`src/rtl/score_display.sv`:
```
// Score display: converts the binary score to BCD with a sequential double-dabble engine,
// tracks the session high score and multiplexes score, high score, mole and level onto 8 digits.
module score_display #(
  parameter int REFRESH_DIV = 100000
) (
  input  logic       CLK100MHZ,
  input  logic       CPU_RESETN,
  input  logic [5:0] score,
  input  logic [2:0] mole_pos1,
  input  logic [1:0] levl,
  output logic [7:0] an,
  output logic [6:0] seg,
  output logic       dp,
  output logic [7:0] score_bcd,
  output logic [7:0] hi_bcd,
  output logic       busy
);

  localparam int CNT_W = (REFRESH_DIV > 1) ? $clog2(REFRESH_DIV) : 1;

  typedef enum logic [1:0] {IDLE, SHIFT, DONE} state_t;

  state_t           state, state_n;
  logic [5:0]       score_q, last_bin, hi_bin, operand;
  logic [13:0]      sr;
  logic [2:0]       shift_cnt;
  logic [CNT_W-1:0] refresh_cnt;
  logic [2:0]       digit_idx;
  logic [3:0]       digit;
  logic             blank;

  // One double-dabble step: correct any BCD nibble >= 5, then shift the whole word left.
  function automatic logic [13:0] dabble_step(input logic [13:0] v);
    logic [13:0] t;
    t = v;
    if (t[13:10] >= 4'd5) t[13:10] = t[13:10] + 4'd3;
    if (t[9:6]   >= 4'd5) t[9:6]   = t[9:6]   + 4'd3;
    return {t[12:0], 1'b0};
  endfunction

  function automatic logic [6:0] seg_code(input logic [3:0] d);
    case (d)
      4'd0: seg_code = 7'b1000000;
      4'd1: seg_code = 7'b1111001;
      4'd2: seg_code = 7'b0100100;
      4'd3: seg_code = 7'b0110000;
      4'd4: seg_code = 7'b0011001;
      4'd5: seg_code = 7'b0010010;
      4'd6: seg_code = 7'b0000010;
      4'd7: seg_code = 7'b1111000;
      4'd8: seg_code = 7'b0000000;
      4'd9: seg_code = 7'b0010000;
      default: seg_code = 7'h7F;
    endcase
  endfunction

  // NOTE: every always_comb output gets a default first, so no path can infer a latch.
  always_comb begin
    state_n = state;
    case (state)
      IDLE:    if (score_q != last_bin) state_n = SHIFT;
      SHIFT:   if (shift_cnt == 3'd5)   state_n = DONE;
      DONE:    state_n = IDLE;
      default: state_n = IDLE;
    endcase
  end

  // NOTE: sequential state uses non-blocking assignments so every flop sees pre-edge values.
  always_ff @(posedge CLK100MHZ or negedge CPU_RESETN) begin
    if (!CPU_RESETN) begin
      state     <= IDLE;
      busy      <= 1'b0;
      score_q   <= '0;
      last_bin  <= '0;
      hi_bin    <= '0;
      score_bcd <= '0;
      hi_bcd    <= '0;
    end else begin
      state   <= state_n;
      busy    <= (state_n != IDLE);
      score_q <= score;
      if (state == DONE) begin
        score_bcd <= sr[13:6];
        last_bin  <= operand;
        if (operand > hi_bin) begin
          hi_bin <= operand;
          hi_bcd <= sr[13:6];
        end
      end
    end
  end

  // NOTE: the engine datapath carries no reset; IDLE always loads it before it is read.
  always_ff @(posedge CLK100MHZ) begin
    if (state == IDLE && state_n == SHIFT) begin
      sr        <= {8'b0, score_q};
      operand   <= score_q;
      shift_cnt <= '0;
    end else if (state == SHIFT) begin
      sr        <= dabble_step(sr);
      shift_cnt <= shift_cnt + 3'd1;
    end
  end

  always_ff @(posedge CLK100MHZ or negedge CPU_RESETN) begin
    if (!CPU_RESETN) begin
      refresh_cnt <= '0;
      digit_idx   <= '0;
    end else if (refresh_cnt == CNT_W'(REFRESH_DIV - 1)) begin
      refresh_cnt <= '0;
      digit_idx   <= digit_idx + 3'd1;
    end else begin
      refresh_cnt <= refresh_cnt + CNT_W'(1);
    end
  end

  // Tens digits are blanked rather than shown as a leading zero.
  always_comb begin
    digit = 4'd0;
    blank = 1'b1;
    case (digit_idx)
      3'd0: begin digit = score_bcd[3:0]; blank = 1'b0; end
      3'd1: begin digit = score_bcd[7:4]; blank = (score_bcd[7:4] == 4'd0); end
      3'd4: begin digit = hi_bcd[3:0];    blank = 1'b0; end
      3'd5: begin digit = hi_bcd[7:4];    blank = (hi_bcd[7:4] == 4'd0); end
      3'd6: begin digit = {1'b0, mole_pos1}; blank = 1'b0; end
      3'd7: begin digit = {2'b00, levl} + 4'd1; blank = 1'b0; end
      default: begin digit = 4'd0; blank = 1'b1; end
    endcase
  end

  always_ff @(posedge CLK100MHZ or negedge CPU_RESETN) begin
    if (!CPU_RESETN) begin
      an  <= 8'hFF;
      seg <= 7'h7F;
    end else if (blank) begin
      an  <= 8'hFF;
      seg <= 7'h7F;
    end else begin
      an  <= ~(8'd1 << digit_idx);
      seg <= seg_code(digit);
    end
  end

  assign dp = 1'b1;

endmodule

```
`config.mk`:
```
export PLATFORM = sky130hd
export DESIGN_NAME = score_display
export DESIGN_NICKNAME = d
export VERILOG_FILES = /design/src/rtl/score_display.sv
export SDC_FILE = /design/constraint.sdc
export NUM_CORES = 1
export LEC_CHECK = 0
export ABC_CLOCK_PERIOD_IN_PS = 5600
export CELL_PAD_IN_SITES_DETAIL_PLACEMENT = 0
export CELL_PAD_IN_SITES_GLOBAL_PLACEMENT = 1
export CORE_UTILIZATION = 45
export DETAILED_ROUTE_END_ITERATION = 7
export GPL_TIMING_DRIVEN = 0
export HOLD_SLACK_MARGIN = 0.02
export PLACE_DENSITY = 0.89
export SYNTH_ARGS = -nofsm -noshare
export SYNTH_HDL_FRONTEND = slang
export SYNTH_SLANG_ARGS = --single-unit
```
`constraint.sdc`:
```
create_clock -name CLK100MHZ -period 5.6 [get_ports CLK100MHZ]
set_input_delay 1.68 -clock CLK100MHZ [delete_from_list [all_inputs] [get_ports CLK100MHZ]]
set_output_delay 1.68 -clock CLK100MHZ [all_outputs]
set_load 0.01 [all_outputs]
```
==> reports/qor.json <==
{
  "global_route_congestion_overflow_total": {"value": 0},
  "seq_power_share": {"value": 0.463},
  "cts-root-to-sink-buffers": {"value": 2},
  "detailedPlacementHpwl": {"value": 5.59, "unit": "mm"},
  "maxSlewHeadroom": {"value": 0.409},
  "switching_share": {"value": 0.335},
  "timing.final.hold_violations": {"value": 0},
  "initial_utilization": {"value": 0.466},
  "r2r_setup_slack": {"value": 2.92, "unit": "ns"},
  "synth_top_family_by_area": {"value": "simple AND/OR/NAND/NOR gates"},
  "worstRegToRegCells": {"value": 10},
  "actual_transition_at_the_worst_max_transition_pin": {"value": 0.886, "unit": "ns"},
  "cp-end-kind": {"value": "flip-flop"},
  "flow.area_growth_from_synthesis": {"value": 18.3, "unit": "%"},
  "grt_start_max_net_pins": {"value": 73},
  "worst_ep_arrival_time": {"value": 3.64, "unit": "ns"},
  "power_report.internal_total": {"value": 0.00151, "unit": "W"},
  "die-height": {"value": 100, "unit": "um"},
  "syn_nets": {"value": 407},
  "grt_antenna_before_repair": {"value": 0},
  "syn_area": {"value": 4330, "unit": "um^2"},
  "status": {"value": "complete, no violations"},
  "final.setup.worst_slack": {"value": 2.24, "unit": "ns"},
  "vias": {"value": 2854},
  "wirelength": {"value": 7.79, "unit": "mm"},
  "antennaDiodeCount": {"value": 0},
  "finalMaxSlewViolations": {"value": 0},
  "cts_hold_buf": {"value": 0},
  "synth_ff_type": {"value": "dfrtp_1"},
  "power.clock.fraction": {"value": 0.192},
  "final_ant_viol_nets": {"value": 0},
  "synth_top_cell_by_area": {"value": "dfrtp_1"},
  "synth-seq-area-share": {"value": 0.555},
  "worstPathMaxFanout": {"value": 5},
  "ys_async_sr_fraction": {"value": 0.758},
  "regToRegEndpoint": {"value": "seg[0]$_DFF_PN1_"},
  "cts_post_setup_buffers_inserted": {"value": 0},
  "gp_routability_congestion": {"value": 0.910},
  "max_freq": {"value": 297, "unit": "MHz"},
  "power_switching": {"value": 0.000758, "unit": "W"},
  "detail_route.wl_per_cell": {"value": 14.0, "unit": "um"},
  "cts_tree": {"value": "yes"},
  "i_o_buffers": {"value": 44},
  "cp_data_required_time": {"value": 5.88, "unit": "ns"},
  "unrepaired_setup_endpoints_after_global_routing": {"value": "no"},
  "cts_htree_levels": {"value": 3},
  "synth.area.top_cells": {"value": "dfrtp_1 33%, dfstp_2 9.1%, edfxtp_1 8.3%"},
  "pwr-share-comb": {"value": 0.345},
  "dr.pass1.iters": {"value": 4},
  "clk_pin_slew": {"value": 0.09, "unit": "ns"},
  "drive_above_1_share": {"value": 0.170},
  "setup.worst_path.start_class": {"value": "primary input"},
  "grt_pass1_wl": {"value": 12.9, "unit": "mm"},
  "root_buffer": {"value": "clkbuf_8"},
  "chipWidth": {"value": 100, "unit": "um"},
  "crit_path_time_final": {"value": 3.36, "unit": "ns"},
  "via_count_of_the_first_global_routing_pass": {"value": 2721},
  "num_rows": {"value": 35},
  "setup.worst_path.class": {"value": "in2reg"},
  "synth.yosys.warnings": {"value": 0},
  "synthSimpleGateAreaFrac": {"value": 0.114},
  "post_synthesis_share_of_cell_area_spent_on_xor_and_xnor_gates": {"value": 0.0546},
  "worst_ir_drop_vdd": {"value": 0.169, "unit": "mV"},
  "clock_insertion_delay_worst_skew": {"value": 0.36, "unit": "ns"},
  "finalClockSkew": {"value": 0.00901, "unit": "ns"},
  "syn-mean-instance-area": {"value": 11.7, "unit": "um^2"},
  "path_type_of_the_worst_min_delay_path": {"value": "reg2reg"},
  "tritoncts.num_buffers": {"value": 9},
  "synthesis.instances": {"value": 369},
  "post-synth-top-count-cell": {"value": "dfrtp_1"},
  "synth_compound_gate_area_share": {"value": 0.0879},
  "detail_route.vias_per_cell": {"value": 5.11},
  "drt-initial-drc-count": {"value": 88},
  "cellPowerDensity": {"value": 442, "unit": "nW/um^2"},
  "holdPathStages": {"value": 2},
  "post_synth_mux_area_share": {"value": 0.0830},
  "numClockSinks": {"value": 95},
  "max_cap_violations": {"value": 0},
  "ys_types": {"value": 49},
  "min_period_over_period": {"value": 0.601},
  "worstHoldStart": {"value": "sr[11]$_SDFFE_PP0N_"},
  "totalNegativeSetupSlack": {"value": 0, "unit": "ns"},
  "cts_resized": {"value": 0},
  "post-route-drc-count": {"value": 0},
  "synth_common_cells": {"value": "57 x dfrtp_1, 31 x mux2_2, 26 x nand2_1, 25 x ha_1, 23 x nor2_1"},
  "finalSetupViolCount": {"value": 0},
  "crit-reg2reg-launch": {"value": "digit_idx[1]$_DFFE_PN0N_"},
  "hold_end": {"value": "sr[11]$_SDFFE_PP0N_"},
  "synth-edff-count": {"value": 12},
  "p_leak": {"value": 2.18, "unit": "nW"},
  "coreArea": {"value": 9280, "unit": "um^2"},
  "synth_fa_ha_area_frac": {"value": 0.0723},
  "grtUsageTotal": {"value": 0.168},
  "dp_slack": {"value": 1.87, "unit": "ns"},
  "flops_latches_synth": {"value": 95},
  "synthDominantCellAreaShare": {"value": 0.330},
  "ports": {"value": 46},
  "layout.nets": {"value": 462},
  "area_of_the_die": {"value": 10000, "unit": "um^2"}
}
## registers in the layout (all words and copies together), names as in the netlist, 3 cells and up
name and cells:
an 8, digit_idx 3, hi_bcd 8, hi_bin 6, last_bin 6, operand 6, refresh_cnt 17, score_bcd 8
score_q 6, seg 7, shift_cnt 3, sr 14
## how the worst max path moves through the flow
| stage | start | end | cells after the start |
|---|---|---|---|
| after floorplan | levl[0] | seg[1]$_DFF_PN1_ | 6 |
| after global placement | CPU_RESETN | refresh_cnt[15]$_DFF_PN0_ | 1 |
| after detailed placement | levl[0] | seg[1]$_DFF_PN1_ | 7 |
| after CTS | levl[0] | seg[1]$_DFF_PN1_ | 7 |
| after global routing | levl[0] | seg[3]$_DFF_PN1_ | 7 |
| final | mole_pos1[0] | seg[0]$_DFF_PN1_ | 8 |
## routing by layer
metal,vias up,routed length (um),GRT usage
met2,71,3700,0.274
met3,11,283,0.0306
met1,1379,3660,0.218
li1,1393,-,-
met4,0,143,0.0769
met5,-,0,0
## metrics by stage
step / total power, W / cells / hold WS, ns / cell area [um^2] / utilization
finish: 0.00226 / 558 / 0.499 / 5120 / 0.551
global route: 0.00242 / 558 / 0.518 / 5120 / 0.551
CTS: 0.00228 / 558 / 0.498 / 5120 / 0.551
detailed placement: 0.00184 / 542 / 0.486 / 4930 / 0.531
global placement: 0.00181 / 542 / 0.478 / 4930 / 0.531
floorplan: 0.00155 / 369 / 0.455 / 4330 / -
## layout by cell type, fill, tap and decap left out, drive strengths merged, types with 6 or more instances in the layout
master and count:
nand2 26, inv 22, nand2b 8, o21ai 14, dfstp 15, ha 25
nor2 23, dfrtp 57, a21oi 14, clkbuf 19, dfxtp 11, buf 6
clkdlybuf4s50 43, nand3 16, and3 6, xnor2 14, edfxtp 12, mux2 31
xor2 13
## final cells by class
cell class	count	area, um^2
Buffer	13	60.1
Clock buffer	11	153
Clock inverter	5	40.0
Fill cell	785	4160
Inverter	21	78.8
Multi-Input combinational cell	240	1790
Sequential cell	95	2400
Tap cell	129	161
Timing Repair Buffer	44	438
## critical path, cell delays in order
cell	delay (ns)
clkdlybuf4s50_1	0.41
nand3_1	0.09
o221ai_1	0.13
a311oi_1	0.56
inv_1	0.14
ha_1	0.21
nor3b_1	0.30
o31ai_1	0.12
## power by group through the flow
stage                     combinational, W  sequential (W)  clock (W)
final                             0.000780         0.00105   0.000435
after global routing              0.000874         0.00107   0.000475
after CTS                         0.000785         0.00105   0.000449
after detailed placement          0.000780         0.00106          0
after global placement            0.000761         0.00105          0
after floorplan                   0.000506         0.00105          0
## logic make-up (layout without fill, tap and decap cells)
family,Yosys count,in the layout
and+or+nand+nor,101,101
DFF,95,95
AOI/OAI and AO/OA,54,54
buffers and inverters,34,94
muxes,32,32
xor gates and xnor gates,27,27
adders and majority gates,25,25
other,1,1
(Power assumes the default switching activity.)
